===== src/rtl/pe_pkg.sv =====
// Shared types and helpers for the output-stationary PE (pe_os_tile, pe_mac_unit).
package pe_pkg;

    typedef enum logic {
        ST_IDLE = 1'b0,
        ST_ACC  = 1'b1
    } pe_state_e;

    // Width of the full, unextended operand product.
    function automatic int unsigned prod_width(input int unsigned data_width);
        return 2 * data_width;
    endfunction

    // The accumulator must hold at least one full product.
    function automatic bit acc_width_ok(input int unsigned data_width,
                                        input int unsigned acc_width);
        return acc_width >= prod_width(data_width);
    endfunction

endpackage


===== src/rtl/pe_mac_unit.sv =====
// Combinational multiply, extend and accumulate; saturating when PE_SAT_EN is defined.
module pe_mac_unit
    import pe_pkg::*;
#(
    parameter int unsigned DATA_WIDTH = 8,
    parameter int unsigned ACC_WIDTH  = 32,
    parameter bit          SIGNED     = 1'b0
) (
    input  logic [DATA_WIDTH-1:0] a,
    input  logic [DATA_WIDTH-1:0] b,
    input  logic [ACC_WIDTH-1:0]  acc_in,
    input  logic                  clear,
    output logic [ACC_WIDTH-1:0]  sum_c
`ifdef PE_SAT_EN
    ,
    output logic                  sat_c
`endif
);

    localparam int unsigned PW = prod_width(DATA_WIDTH);

    logic [ACC_WIDTH-1:0] prod_ext;
    logic [ACC_WIDTH-1:0] base;

    if (SIGNED) begin : g_signed
        logic signed [PW-1:0] prod;
        assign prod     = PW'($signed(a)) * PW'($signed(b));
        assign prod_ext = ACC_WIDTH'(prod);
    end else begin : g_unsigned
        logic [PW-1:0] prod;
        assign prod     = PW'(a) * PW'(b);
        assign prod_ext = ACC_WIDTH'(prod);
    end

    // A fresh tile starts from zero so the first beat cannot overflow.
    assign base = clear ? '0 : acc_in;

`ifdef PE_SAT_EN
    logic [ACC_WIDTH:0] sum_w;

    always_comb begin
        sum_w = {1'b0, base} + {1'b0, prod_ext};
        sum_c = sum_w[ACC_WIDTH-1:0];
        sat_c = 1'b0;
        if (SIGNED) begin
            if ((base[ACC_WIDTH-1] == prod_ext[ACC_WIDTH-1]) &&
                (sum_w[ACC_WIDTH-1] != base[ACC_WIDTH-1])) begin
                sat_c = 1'b1;
                sum_c = base[ACC_WIDTH-1] ? {1'b1, {(ACC_WIDTH-1){1'b0}}}
                                          : {1'b0, {(ACC_WIDTH-1){1'b1}}};
            end
        end else if (sum_w[ACC_WIDTH]) begin
            sat_c = 1'b1;
            sum_c = '1;
        end
    end
`else
    assign sum_c = base + prod_ext;
`endif

endmodule


===== src/rtl/pe_os_tile.sv =====
// Output-stationary systolic PE: operand forwarding, tile-depth MAC FSM and a one-deep result buffer.
// Optional build macro PE_SAT_EN: saturating accumulation plus a sat_flag output.
module pe_os_tile
    import pe_pkg::*;
#(
    parameter int unsigned DATA_WIDTH = 8,
    parameter int unsigned ACC_WIDTH  = 32,
    parameter int unsigned K_WIDTH    = 8,
    parameter bit          SIGNED     = 1'b0
) (
    input  logic                  clk,
    input  logic                  rst,
    input  logic [DATA_WIDTH-1:0] top_in,
    input  logic                  top_valid,
    input  logic [DATA_WIDTH-1:0] left_in,
    input  logic                  left_valid,
    input  logic [K_WIDTH-1:0]    k_len,
    output logic [DATA_WIDTH-1:0] bottom_out,
    output logic                  bottom_valid,
    output logic [DATA_WIDTH-1:0] right_out,
    output logic                  right_valid,
    output logic [ACC_WIDTH-1:0]  result,
    output logic                  result_valid,
    input  logic                  result_ready,
    output logic                  busy,
    output logic                  overrun
`ifdef PE_SAT_EN
    ,
    output logic                  sat_flag
`endif
);

    if (!acc_width_ok(DATA_WIDTH, ACC_WIDTH)) begin : g_cfg_err
        $error("pe_os_tile: ACC_WIDTH must be >= 2*DATA_WIDTH");
    end

    pe_state_e            state, state_nxt;
    logic [K_WIDTH-1:0]   cnt, cnt_nxt;
    logic [K_WIDTH-1:0]   len, len_nxt;
    logic [K_WIDTH-1:0]   k_eff_c;
    logic [ACC_WIDTH-1:0] acc, acc_nxt;
    logic [ACC_WIDTH-1:0] result_nxt;
    logic                 result_valid_nxt;
    logic                 overrun_nxt;
    logic                 fire_c;
    logic                 done_c;
    logic                 mac_clear_c;
    logic [ACC_WIDTH-1:0] mac_sum_c;
`ifdef PE_SAT_EN
    logic                 mac_sat_c;
    logic                 tile_sat, tile_sat_nxt;
    logic                 sat_flag_nxt;
`endif

    assign fire_c  = top_valid & left_valid;
    assign k_eff_c = (k_len == '0) ? K_WIDTH'(1) : k_len;
    assign busy    = (state == ST_ACC);

    pe_mac_unit #(
        .DATA_WIDTH (DATA_WIDTH),
        .ACC_WIDTH  (ACC_WIDTH),
        .SIGNED     (SIGNED)
    ) u_mac (
        .a      (top_in),
        .b      (left_in),
        .acc_in (acc),
        .clear  (mac_clear_c),
        .sum_c  (mac_sum_c)
`ifdef PE_SAT_EN
        ,
        .sat_c  (mac_sat_c)
`endif
    );

    always_ff @(posedge clk) begin
        if (rst) state <= ST_IDLE;
        else     state <= state_nxt;
    end

    // Tile sequencing and result buffer update.
    always_comb begin
        state_nxt        = state;
        cnt_nxt          = cnt;
        len_nxt          = len;
        acc_nxt          = acc;
        mac_clear_c      = 1'b0;
        done_c           = 1'b0;
        result_nxt       = result;
        result_valid_nxt = result_valid;
        overrun_nxt      = overrun;
`ifdef PE_SAT_EN
        tile_sat_nxt     = tile_sat;
        sat_flag_nxt     = sat_flag;
`endif

        unique case (state)
            ST_IDLE: begin
                mac_clear_c = 1'b1;
                if (fire_c) begin
                    acc_nxt = mac_sum_c;
                    cnt_nxt = K_WIDTH'(1);
                    len_nxt = k_eff_c;
`ifdef PE_SAT_EN
                    tile_sat_nxt = mac_sat_c;
`endif
                    if (k_eff_c == K_WIDTH'(1)) done_c = 1'b1;
                    else                        state_nxt = ST_ACC;
                end
            end
            ST_ACC: begin
                if (fire_c) begin
                    acc_nxt = mac_sum_c;
                    cnt_nxt = cnt + K_WIDTH'(1);
`ifdef PE_SAT_EN
                    tile_sat_nxt = tile_sat | mac_sat_c;
`endif
                    if ((cnt + K_WIDTH'(1)) == len) begin
                        done_c    = 1'b1;
                        state_nxt = ST_IDLE;
                    end
                end
            end
            default: state_nxt = ST_IDLE;
        endcase

        // A completion may refill the buffer in the same cycle it drains.
        if (result_valid && result_ready) result_valid_nxt = 1'b0;
        if (done_c) begin
            if (!result_valid || result_ready) begin
                result_nxt       = mac_sum_c;
                result_valid_nxt = 1'b1;
`ifdef PE_SAT_EN
                sat_flag_nxt     = tile_sat_nxt;
`endif
            end else begin
                overrun_nxt = 1'b1;
            end
        end
    end

    always_ff @(posedge clk) begin
        if (rst) begin
            cnt          <= '0;
            len          <= '0;
            acc          <= '0;
            result       <= '0;
            result_valid <= 1'b0;
            overrun      <= 1'b0;
`ifdef PE_SAT_EN
            tile_sat     <= 1'b0;
            sat_flag     <= 1'b0;
`endif
        end else begin
            cnt          <= cnt_nxt;
            len          <= len_nxt;
            acc          <= acc_nxt;
            result       <= result_nxt;
            result_valid <= result_valid_nxt;
            overrun      <= overrun_nxt;
`ifdef PE_SAT_EN
            tile_sat     <= tile_sat_nxt;
            sat_flag     <= sat_flag_nxt;
`endif
        end
    end

    // Neighbour forwarding runs every cycle regardless of the MAC state.
    always_ff @(posedge clk) begin
        if (rst) begin
            bottom_out   <= '0;
            bottom_valid <= 1'b0;
            right_out    <= '0;
            right_valid  <= 1'b0;
        end else begin
            bottom_valid <= top_valid;
            right_valid  <= left_valid;
            if (top_valid)  bottom_out <= top_in;
            if (left_valid) right_out  <= left_in;
        end
    end

endmodule

===== config.mk =====
export PLATFORM = sky130hd
export DESIGN_NAME = pe_os_tile
export DESIGN_NICKNAME = d
export VERILOG_FILES = /design/src/rtl/pe_pkg.sv /design/src/rtl/pe_mac_unit.sv /design/src/rtl/pe_os_tile.sv
export SDC_FILE = /design/constraint.sdc
export NUM_CORES = 1
export LEC_CHECK = 0
export BUFFER_PORTS_ARGS = -buffer_cell sky130_fd_sc_hd__buf_2
export CAP_MARGIN = 15
export CORE_ASPECT_RATIO = 0.6
export CORE_MARGIN = 3
export CORE_UTILIZATION = 54
export CTS_CLUSTER_DIAMETER = 30
export DETAILED_ROUTE_END_ITERATION = 10
export PLACE_DENSITY_LB_ADDON = 0.25
export SYNTH_ARGS = -nofsm -noshare
export SYNTH_HDL_FRONTEND = slang
export SYNTH_SLANG_ARGS = --single-unit

===== constraint.sdc =====
create_clock -name clk -period 7.6 [get_ports clk]
set_input_delay 1.52 -clock clk [delete_from_list [all_inputs] [get_ports clk]]
set_output_delay 1.52 -clock clk [all_outputs]
set_load 0.005 [all_outputs]

# Word-level counts from Yosys, hierarchy flattened
# Index checks and enable logic that the tools add are counted.
# Widths: inputs -> output; s select.
# totals
regBits	101
# classes
n_addsub	2
n_eq_ne	4
reduce_logical	8
n_mux	19
bitwise_logic	3
n_mul	1
# op_table
op	n
$mux 32	2
$add 32x16->32	1
$mux 8	3
$mul 8x8->16	1
$pmux 8 s2	1
$mux 1	11
$add 8x1->8 const B	1
$eq 8x1->1 const B	1
$eq 8x8->1	1
$logic_not 8->1	1
$reduce_and 2->1	4
$pmux 1 s2	2
$ne 2x1->1 const B	1
$ne 2x2->1 const B	1
$not 1->1	2
$and 1x1->1	1
$logic_and 1x1->1	1
$logic_not 1->1	1
$logic_or 1x1->1	1

# Logic depth before layout (Yosys ltp)
# logic_depth
depth_word	7
ltp_mapped	21

# By module
# From an unflattened synthesis, not the netlist that was laid out.
# unflattened
cells_unflattened	868
area_unflattened_um2	7427.1
# modules_own_cells
module	area_each_um2	seq_area_each_um2	cells_per_inst	n_inst
pe_os_tile	4230.3	2021.9	467	1
pe_mac_unit	3196.8	0.0	401	1

# Worst setup path after synthesis
# OpenSTA, ideal clock, no wires.
# synth_timing
path_type	input -> register
start	in left_in[1]
end	reg result[26]
n_path_buf	1
arrival_ns	5.840
path_stages	17
slack_ns	1.628
setup_ns	0.133
cell_sequence	clkbuf_1 > nand2_1 > fa_1 > inv_1 > fa_1 > inv_1 > fa_1 > fa_1 > inv_1 > ha_1 > and2_1 > a221oi_1 > a21oi_2 > o21a_1 > o21ai_0 > xnor2_1 > a211oi_2
# synth_via
elab_chain_len	2
# synth_lines
element	line	text
start, declared	pe_os_tile.sv:15	input logic [DATA_WIDTH-1:0] left_in,
$mul 8x8->16	pe_mac_unit.sv:31	assign prod = PW'(a) * PW'(b);
$add 32x16->32	pe_mac_unit.sv:58	assign sum_c = base + prod_ext;
end signal, assigned	pe_os_tile.sv:157	result <= result_nxt;
end, declared	pe_os_tile.sv:22	output logic [ACC_WIDTH-1:0] result,
# Every way passes these cells.
# A chain may end at the register's enable or synchronous reset.

# Worst setup path after layout
# layout_timing
start	in top_in[5]
end	reg result[26]
# layout_via
elab_chain_len	2
# layout_lines
element	line	text
start, declared	pe_os_tile.sv:13	input logic [DATA_WIDTH-1:0] top_in,
$mul 8x8->16	pe_mac_unit.sv:31	
$add 32x16->32	pe_mac_unit.sv:58	
# Every way passes these cells.

==> impl_metrics.py <==
metrics = {
    "routing": {
        "drt-initial-drc-count": 613,
        "wl_per_cell_um": 16.42,
        "antenna_left": 0,
        "routed_wl_um": 18730,
        "drc_errors": 0,
        "avgViaCountPerCell": 5.722,
        "drt_first_pass_iters": 5,
        "via_count": 6529,
    },
    "synthesis": {
        "synth_cell_types": 62,
        "synth.area.top_cells": "dfxtp_1 (27%), fa_1 (13%), ha_1 (7.0%)",
        "yosys.cell_count.top_type": "nand2_1",
        "synth_common_cells": "nand2_1 (116), dfxtp_1 (101), inv_1 (91)",
        "yosysSeqAreaShare": 0.2709,
        "yosys.area_share.simple": 0.2220,
        "syn_area_sq_um": 7463,
        "synth_top_area_cell": "dfxtp_1",
        "yosys_register_bits": 101,
        "yosys_warnings": 0,
        "syn_area_per_cell_sq_um": 8.157,
        "syn_nets": 1036,
        "synth_mux_area_frac": 0.03370,
        "synthFlopType": "dfxtp_1",
        "synth_xor_area_frac": 0.02934,
        "synth_top_family_by_area": "simple AND/OR/NAND/NOR gates",
        "async_reset_ff_frac": 0,
        "synth_fa_ha_area_frac": 0.2045,
        "netlist_instances": 915,
        "synth_edf_count": 0,
        "synth_compound_gate_area_share": 0.1623,
        "synth_top_area_frac": 0.2709,
    },
    "clock_tree": {
        "clk_pin_slew_ps": 70,
        "postCtsHoldBufs": 0,
        "clock-sinks": 101,
        "worstSkewPairLatency_ps": 360,
        "h-tree-depth": 3,
        "post_cts_buffers": 0,
        "root_buffer": "clkbuf_16",
        "cts_inserted_buffers": 9,
        "cts_resized": 0,
        "cts.path.max_buffers": 2,
        "cts_tree": "yes",
    },
    "setup_path": {
        "worst_r2r_path_depth": 16,
        "cp.depth": 17,
        "startpoint": "top_in[5]",
        "start_kind": "input port",
        "cpPeakStageDelay_ps": 570,
        "worstPathArrival_ps": 6300,
        "cp_max_fo": 9,
        "crit_top_cell": "fa_1",
        "crit_family": "adder cells",
        "required_ps": 7820,
        "path_cells": "buf_2 -> nand2_1 -> fa_1 -> inv_1 -> fa_1 -> inv_1 -> fa_1 -> fa_1 -> inv_1 -> ha_1 -> and2_1 -> a221oi_1 -> a21oi_2 -> o21a_1 -> o21ai_0 -> xnor2_1 -> a211oi_2",
        "crit_type": "input port to flip-flop",
        "timing.rr.start": "busy",
        "cp_slowest_cell": "a221oi_1",
        "crit_buf_inv": 4,
        "crit_path_end_kind": "flip-flop",
    },
    "placement": {
        "portBuffers": 81,
        "gp_congestion": 0.9484,
        "hpwlAfterDp_um": 13850,
    },
    "min_path": {
        "hp-start": "acc[15]",
        "min_path_type": "flip-flop to flip-flop",
        "hold_path_depth": 2,
    },
    "grt": {
        "grt_pass1_wl_um": 30980,
        "antenna_found_initial": 0,
        "grt_pass1_vias": 6078,
        "track_usage": 0.2494,
        "overflow": 0,
        "grt_max_degree": 58,
    },
    "floorplan": {
        "initial_utilization": 0.5666,
        "die-height_um": 97.07,
        "row_count": 32,
        "dieArea_sq_um": 15310,
        "die_w_um": 157.8,
        "core_area_sq_um": 13170,
        "ioPinCount": 82,
    },
    "layout": {
        "area.growth.synth_to_final_pct": 9.925,
        "nFillCells": 1221,
        "fin_nets": 1087,
        "final_layout_size_suffix_gt1_frac": 0.1256,
        "diodes": 0,
    },
    "power": {
        "p_per_area_nw_per_um2": 219.0,
        "ir_drop_uv": 159.8,
        "leakagePower_nw": 3.551,
        "power_mw": 1.797,
    },
    "timing": {
        "period_share": 0.8009,
        "slew_violations": 0,
        "final_hold_viol_count": 0,
        "setup_viol": 0,
        "period_needed_ps": 6087,
        "rsz0062_at_grt": "no",
        "tns_ps": 0,
        "max_clock_freq_mhz": 164.3,
        "finClkSkew_ps": 8.551,
        "tightestPinTransition_ps": 932.5,
        "relSlewSlack": 0.3783,
    },
    "status": {
        "outcome": "finished clean",
    },
    "job": {
        "drv_cap": 0,
    },
}
## final timing paths
check,to,slack (ps)
worst max-delay path,result[26],1510
worst max register to register,result[26],2380
worst min register to register,acc[15],450
worst min-delay path,acc[15],450
## where the power goes
group,internal (mW),switching [mW],total (mW)
Sequential,0.559,0.0175,0.576
Combinational,0.288,0.453,0.742
Clock,0.240,0.238,0.479
Total,1.09,0.709,1.80
## placed cells by master, fill, tap and decap left out, types with 3 or more instances in the layout
master	synthesis	final
a21o_1	7	7
nor2_1	60	60
a211oi_2	6	6
nor3_1	16	16
inv_1	91	91
nor2b_1	7	7
nand3_1	33	33
nand4_1	9	9
fa_1	50	50
ha_1	42	42
xor2_1	8	8
or4_1	4	4
nand2b_1	6	6
or3_1	11	11
a31oi_1	8	8
dfxtp_1	101	100
buf_2	4	80
nor4_1	5	5
o21a_1	3	3
buf_4	3	8
a21oi_1	89	89
mux2i_1	24	24
a211o_1	3	3
and2_1	60	60
o21ai_0	31	31
a311oi_1	7	7
xnor2_1	17	17
clkbuf_16	0	9
nand2_1	116	116
a211oi_1	7	7
o211ai_1	8	8
and3_1	5	5
## through the flow
step	setup WS [ps]	std cells	utilization	cell area, sq um	hold WS [ps]
2_1_floorplan	1628	915	-	7463	431.7
3_3_place_gp	1359	1125	0.5999	7903	438.6
3_5_place_dp	1188	1125	0.5999	7903	442.0
4_1_cts	1555	1141	0.6228	8204	454.8
5_1_grt	1256	1141	0.6228	8204	473.9
6_report	1513	1141	0.6228	8204	451.6
## flip-flops by register name (all words and copies together) (netlist names)
register and flops:
busy 1, result_valid 1, right_valid 1, right_out 8, overrun 1, acc 32
cnt 8, bottom_valid 1, result 32, bottom_out 8, len 8
## metal layers
layer	part of all wire	up-vias	wire, um	GRT usage
li1	-	3186	-	-
met1	0.51	3093	9489	0.3958
met2	0.40	232	7457	0.3431
met3	0.085	18	1600	0.05563
met4	0.0099	0	186	0.05200
met5	0	-	0	0
## final cells by class
cell class,instances,area (sq um),area share
multi-input cells,675,4865,0.5930
flip-flops and latches,101,2023,0.2466
repair buffers,88,460.4,0.05612
inverters,91,341.6,0.04163
clock buffers,10,239.0,0.02913
well taps,170,212.7,0.02593
clock inverters,6,62.56,0.007625
## worst register-to-register path: stages, from the launching register on
cell and delay, ps:
dfxtp_2 550, nand2_1 140, fa_1 500, inv_1 60, fa_1 510, inv_1 50, fa_1 460, fa_1 550
inv_1 40, ha_1 340, and2_1 190, a221oi_1 570, a21oi_2 180, o21a_1 280, o21ai_0 400, xnor2_1 190
a211oi_2 80
## cell families (layout without fill, tap and decap cells)
| group | after synthesis | in the layout |
|---|---|---|
| buf+inv | 139 | 195 |
| flops | 101 | 101 |
| xor+xnor | 25 | 25 |
| simple gates | 341 | 341 |
| fa+ha+maj | 92 | 92 |
| compound gates | 192 | 192 |
| mux | 25 | 25 |
(Power assumes the default switching activity.)
